## config.mk

```make
export PLATFORM = sky130hd
export DESIGN_NAME = dbus_arb
export DESIGN_NICKNAME = d
export VERILOG_FILES = /design/src/rtl/dbus_arb.sv
export SDC_FILE = /design/constraint.sdc
export NUM_CORES = 1
export LEC_CHECK = 0
export BUFFER_PORTS_ARGS = -buffer_cell sky130_fd_sc_hd__buf_2
export CAP_MARGIN = 10
export CORE_MARGIN = 3
export CORE_UTILIZATION = 27
export CTS_CLUSTER_DIAMETER = 150
export DETAILED_ROUTE_END_ITERATION = 6
export PLACE_DENSITY = 0.8
export SLEW_MARGIN = 10
export SYNTH_ARGS = -nofsm -noshare
export SYNTH_HDL_FRONTEND = slang
export SYNTH_SLANG_ARGS = --single-unit
export TNS_END_PERCENT = 30
```

## constraint.sdc

```tcl
create_clock -name clk -period 1.4 [get_ports clk]
set_input_delay 0.28 -clock clk [delete_from_list [all_inputs] [get_ports clk]]
set_output_delay 0.28 -clock clk [all_outputs]
set_load 0.02 [all_outputs]
```

## src/rtl/dbus_arb.sv

```systemverilog
// Two-master round-robin arbiter with bounded locking for the shared data bus.
// Grants and bus drive are combinational. Read data returns to the issuing master one cycle after its grant.
module dbus_arb #(
    parameter int DW       = 16,
    parameter int AW       = 16,
    parameter int LOCK_MAX = 4
) (
    input  logic          clk,
    input  logic          rst,
    input  logic          m0_req,
    input  logic          m0_we,
    input  logic [AW-1:0] m0_addr,
    input  logic [DW-1:0] m0_din,
    input  logic          m0_lock,
    output logic          m0_gnt,
    output logic          m0_rvalid,
    input  logic          m1_req,
    input  logic          m1_we,
    input  logic [AW-1:0] m1_addr,
    input  logic [DW-1:0] m1_din,
    input  logic          m1_lock,
    output logic          m1_gnt,
    output logic          m1_rvalid,
    output logic [DW-1:0] m_dout,
    output logic [AW-1:0] s_addr,
    output logic [DW-1:0] s_din,
    output logic          s_we,
    input  logic [DW-1:0] s_dout
);

    localparam logic [3:0] LockLim = 4'(LOCK_MAX - 1);

    logic       fav_q, fav_d;
    logic       owner_q, owner_d;
    logic [3:0] lock_cnt_q, lock_cnt_d;
    logic       rd_pend_q, rd_pend_d;
    logic       rd_id;

    logic       any_gnt, g, g_lock, g_we, contested;

    // The last granted master is also the tag of any read still in flight.
    assign rd_id = owner_q;

    always_comb begin
        m0_gnt     = !rst && m0_req && (!m1_req || !fav_q);
        m1_gnt     = !rst && m1_req && (!m0_req || fav_q);
        any_gnt    = m0_gnt || m1_gnt;
        g          = m1_gnt;
        g_lock     = g ? m1_lock : m0_lock;
        g_we       = g ? m1_we : m0_we;
        contested  = m0_req && m1_req;

        fav_d      = fav_q;
        owner_d    = owner_q;
        lock_cnt_d = lock_cnt_q;
        rd_pend_d  = 1'b0;

        s_addr     = '0;
        s_din      = '0;
        s_we       = 1'b0;

        if (any_gnt) begin
            owner_d   = g;
            rd_pend_d = !g_we;
            s_addr    = g ? m1_addr : m0_addr;
            s_din     = g ? m1_din : m0_din;
            s_we      = g_we;
            // A lone locking master keeps favour without spending its budget.
            if (g_lock && !contested) begin
                fav_d = g;
            end else if (g_lock && (lock_cnt_q < LockLim)) begin
                fav_d      = g;
                lock_cnt_d = lock_cnt_q + 4'd1;
            end else begin
                fav_d      = !g;
                lock_cnt_d = 4'd0;
            end
        end
    end

    always_ff @(posedge clk) begin
        if (rst) begin
            fav_q      <= 1'b0;
            owner_q    <= 1'b0;
            lock_cnt_q <= 4'd0;
            rd_pend_q  <= 1'b0;
        end else begin
            fav_q      <= fav_d;
            owner_q    <= owner_d;
            lock_cnt_q <= lock_cnt_d;
            rd_pend_q  <= rd_pend_d;
        end
    end

    // Gate with rst so a read granted just before reset never returns.
    assign m0_rvalid = !rst && rd_pend_q && !rd_id;
    assign m1_rvalid = !rst && rd_pend_q && rd_id;
    assign m_dout    = s_dout;

endmodule

```

# After elaboration in Yosys (flattened, before gate mapping)

Cells that the tools add are included.

Eq/ne operators: 0
Add/subtract/negate cells: 1
Shift-type cells: 0
Div/mod/pow operators: 0
Magnitude comparators: 1
Bitwise operators: 2
Muxes and demuxes: 10
Reductions and logical operators: 23
$mul: 0

Operators with widths:

| cell                  | count |
|---|---|
| $mux W16              | 4 |
| $logic_and A1 B1 Y1   | 10 |
| $logic_not A1 Y1      | 8 |
| $mux W1               | 5 |
| $add A4 B1 Y4 const B | 1 |
| $lt A4 B2 Y1 const B  | 1 |
| $mux W4               | 1 |
| $logic_or A1 B1 Y1    | 3 |
| $not A1 Y1            | 2 |
| $reduce_and A2 Y1     | 1 |
| $reduce_or A2 Y1      | 1 |

Bits in writable memories: 0
Memories: 0
Word-level logic and storage cells: 41
Latch bits: 0
Bits in registers: 7
Memory bits (read-only): 0

# Logic depth before layout (Yosys ltp)

Word-level depth: 7
Gate-level depth with buffers: 5
Mapped depth without buffers: 5

# Least setup slack after synthesis

Ideal clock, no wire load.

Kind: register to output
Start: register fav_q
End: output port s_addr[10]
Cell stages (with the launch flop): 5
Setup slack: -0.042 ns
Data arrival time: 1.162 ns
Cells stage by stage: dfxtp_1 -> nand2_1 -> nor3b_4 -> buf_4 -> a22o_1

Longest elaborated chain between the ends: 5
Elaborated cells between the ends (all ways): 8
Those cells by class: 2 x mux; 6 x reduce/logical

RTL lines:

| element                | line | RTL |
|---|---|---|
| start, declared        | 33   | `logic fav_q, fav_d;` |
| start signal, assigned | 88   | `fav_q <= fav_d;` |
| $logic_not A1 Y1       | 45   | `m0_gnt = !rst && m0_req && (!m1_req \|\| !fav_q);` |
| $logic_or A1 B1 Y1     | 45   |  |
| $logic_and A1 B1 Y1    | 45   |  |
| via m0_gnt             | 15   | `output logic m0_gnt,` |
| $logic_or A1 B1 Y1     | 47   | `any_gnt = m0_gnt \|\| m1_gnt;` |
| $mux W16               | 62   | `if (any_gnt) begin` |
| end, declared          | 25   | `output logic [AW-1:0] s_addr,` |

The timed path passes the listed nets, and every way through them passes these cells.

# Worst setup path in the final report

Start: register fav_q
End: output port s_addr[0]

Longest elaborated chain between the ends: 5
Elaborated cells between the ends (all ways): 8
Those cells by class: 2 x mux; 6 x reduce/logical

RTL lines:

| element             | line |
|---|---|
| $logic_not A1 Y1    | 45 |
| $logic_or A1 B1 Y1  | 45 |
| $logic_and A1 B1 Y1 | 45 |
| $logic_or A1 B1 Y1  | 47 |
| $mux W16 (*)        | 62 |

Every way passes the cells marked *; elsewhere a longest branch is shown, timed or not.

==> impl_metrics.toml <==
[outcome]
status = "finished with violations"
violated_checks = "setup timing"

[route]
detailed_route_vias_per_instance = 5.18
drc = 0
drt_pre_antenna_iters = 4
route.antenna.remaining_nets = 0
drt-wirelength-per-cell_um = 16.6
num_vias = 1160
detail_route.wirelength_um = 3710
drc_marker_count_from_the_first_detailed_route_iteration = 70

[critical_path]
critPathCaptureType = "output pin"
critical_path.top_delay_family = "buffers and inverters"
critical_path.most_common_cell = "sky130_fd_sc_hd__buf_6"
cp_cell_sequence = "nand2_2 -> nor3b_4 -> buf_6 -> a22o_1 -> buf_6"
crit_path_start_kind = "register"
cp.arrival_ps = 1380
critical_path.max_fanout = 18
critical_path.slowest_cell = "sky130_fd_sc_hd__dfxtp_2"
critical_path_buf_inv_count = 2
cp_slowest_stage_delay_ps = 330
critical_path_required_ps = 1120
path_class = "reg2out"

[timing]
min_tclk_post_route_ps = 1660
hold_viol = 0
fin_ws_ps = -261
rsz0062_at_grt = "true"
timing_worst_slew_pin_value_ps = 311
final.setup.tns_ps = -8030
finalClockSkew_ps = 4.50
timing_max_transition_violations_final = 0
final.period_utilization_pct = 119
maxClockFrequency_ghz = 0.602
slew-limit-headroom_pct = 78.7
setup_viol = 35

[synth]
async_flop_share_pct = 0
synthesis.instances = 95
synth-seq-cells = 7
syn-cell-area_um2 = 832
yosys_warnings = 0
synthesis.area_per_instance_um2 = 8.76
ys_dominant_reg_cell = "sky130_fd_sc_hd__dfxtp_1"
seq_area_frac_synth_pct = 16.8
synth_enable_flop_cells = 0
syn-num-nets = 184
synth_cell_type_count = 30

[power]
total_leakage_power_nw = 0.843
vdd.ir_drop.worst_uv = 482
power_density_mw_per_mm2 = 614

[floorplan]
initial_utilization_pct = 29.2
coreArea_mm2 = 0.00285
die_area_mm2 = 0.00378
rows = 19
num_io_pins = 141
die-width_um = 61.5
die_span_in_y_um = 61.5

[placed_design]
preCtsSetupSlack_ps = -137
io_buffers = 108
post-place-cells = 218
finalWeightedCongestion = 0.773
detailedPlacementHpwl_um = 2670

[global_route]
grt_pass1_wl_um = 4780
grt-ovfl-total = 0
via_count_of_the_first_global_routing_pass = 1076
grt_antenna_before_repair = 0
grt_use_total_pct = 16.7
grt_start_max_net_pins = 35

[cells_and_area]
fillerInstances = 285
share_of_cells_above_drive_strength_1_pct = 67.9
antenna-diode-count = 0
mostFrequentLayoutCell = "sky130_fd_sc_hd__buf_2"
area.sequential_um2 = 143
most-common-layout-cells = "sky130_fd_sc_hd__buf_2, sky130_fd_sc_hd__a22o_1, sky130_fd_sc_hd__buf_6"
final_nets = 283
multi_input_comb_area_um2 = 513
synthToLayoutAreaGrowth_pct = 88.0
final_cell_count_no_fill = 224

[clock_network]
clockRootBuffer = "sky130_fd_sc_hd__clkbuf_4"
numCtsBuffers = 3
clk_latency_ps = 250
ctsHtreeMaxLevel = 1
cts.reportedPaths.clkPinSlew_ps = 50
cts_tree = "done"
postCtsHoldBufs = 0
clk_buf_depth = 2
cts.sink_count = 7

[min_path]
worstHoldPathType = "in2reg"

[job]
max_cap_violations = 0
-- layer usage --
metal / track usage (%) / routed length [um]
met4: 5.45 / 26
met3: 3.77 / 400
met1: 19.0 / 1360
met5: 0 / 0
met2: 30.3 / 1930
-- cell type report --
type | instances | area share, %
multi-input combinational | 61 | 32.8
inverter | 4 | 0.960
tap | 31 | 2.48
sequential | 7 | 9.12
clock buffer | 4 | 1.68
timing repair buffer | 117 | 53.0
-- report_power, final --
group	switching, mW	internal (mW)
registers	0.00807	0.212
clock network	0.0691	0.108
logic	0.267	0.296
total	0.344	0.617
-- path summary, 6_finish.rpt --
check / startpoint / endpoint / slack, ps / depth (start not counted)
worst max-delay path: fav_q$_SDFFE_PP0P_ / s_addr[0] / -260 / 5
worst min-delay path: m0_we / rd_pend_q$_SDFF_PP0_ / 250 / 2
worst max register to register: fav_q$_SDFFE_PP0P_ / fav_q$_SDFFE_PP0P_ / 60 / 4
worst min register to register: owner_q$_SDFFE_PP0P_ / owner_q$_SDFFE_PP0P_ / 470 / 2
-- cells by family (layout without fill, tap and decap cells) --
| kind of cell | after synthesis | after routing | synth area share, % |
|---|---|---|---|
| DFF | 7 | 7 | 16.8 |
| adders and majority gates | 1 | 1 | 1.50 |
| AOI/OAI and AO/OA | 43 | 43 | 44.7 |
| muxes | 1 | 1 | 1.20 |
| buffers and inverters | 27 | 125 | 22.9 |
| and+or+nand+nor | 16 | 16 | 12.9 |
-- registers in the layout, summed over array words and instances, names as in the netlist --
| signal | count |
|---|---|
| owner_q | 1 |
| rd_pend_q | 1 |
| fav_q | 1 |
| lock_cnt_q | 4 |
-- Yosys cell counts, types with 2 or more instances --
library cell | instances | area [um2]
sky130_fd_sc_hd__nor2_1 | 2 | 7.51
sky130_fd_sc_hd__a22o_1 | 33 | 289
sky130_fd_sc_hd__nand2_1 | 3 | 11.3
sky130_fd_sc_hd__a21oi_1 | 2 | 10.0
sky130_fd_sc_hd__dfxtp_1 | 7 | 140
sky130_fd_sc_hd__buf_2 | 2 | 10.0
sky130_fd_sc_hd__buf_4 | 17 | 128
sky130_fd_sc_hd__o32ai_1 | 2 | 17.5
sky130_fd_sc_hd__buf_6 | 3 | 33.8
sky130_fd_sc_hd__and2_1 | 2 | 12.5
sky130_fd_sc_hd__inv_1 | 3 | 11.3
-- through the flow --
stage          power [mW]  util [%]  hold WS (ps)  area, um2
2_1_floorplan       0.540         -           378        832
3_3_place_gp        0.680      46.1           447       1310
3_5_place_dp        0.680      46.1           454       1310
4_1_cts             0.932      52.1           241       1490
5_1_grt              1.03      54.8           247       1560
6_report            0.961      54.8           246       1560
-- timing repair --
action                     CTS  global route
setup endpoints to repair   35            36
gates resized for setup     35            38
pin swaps                    0            15
gates cloned                 1             0
buffers inserted             2             1
Power figures use the tool's default switching activity.
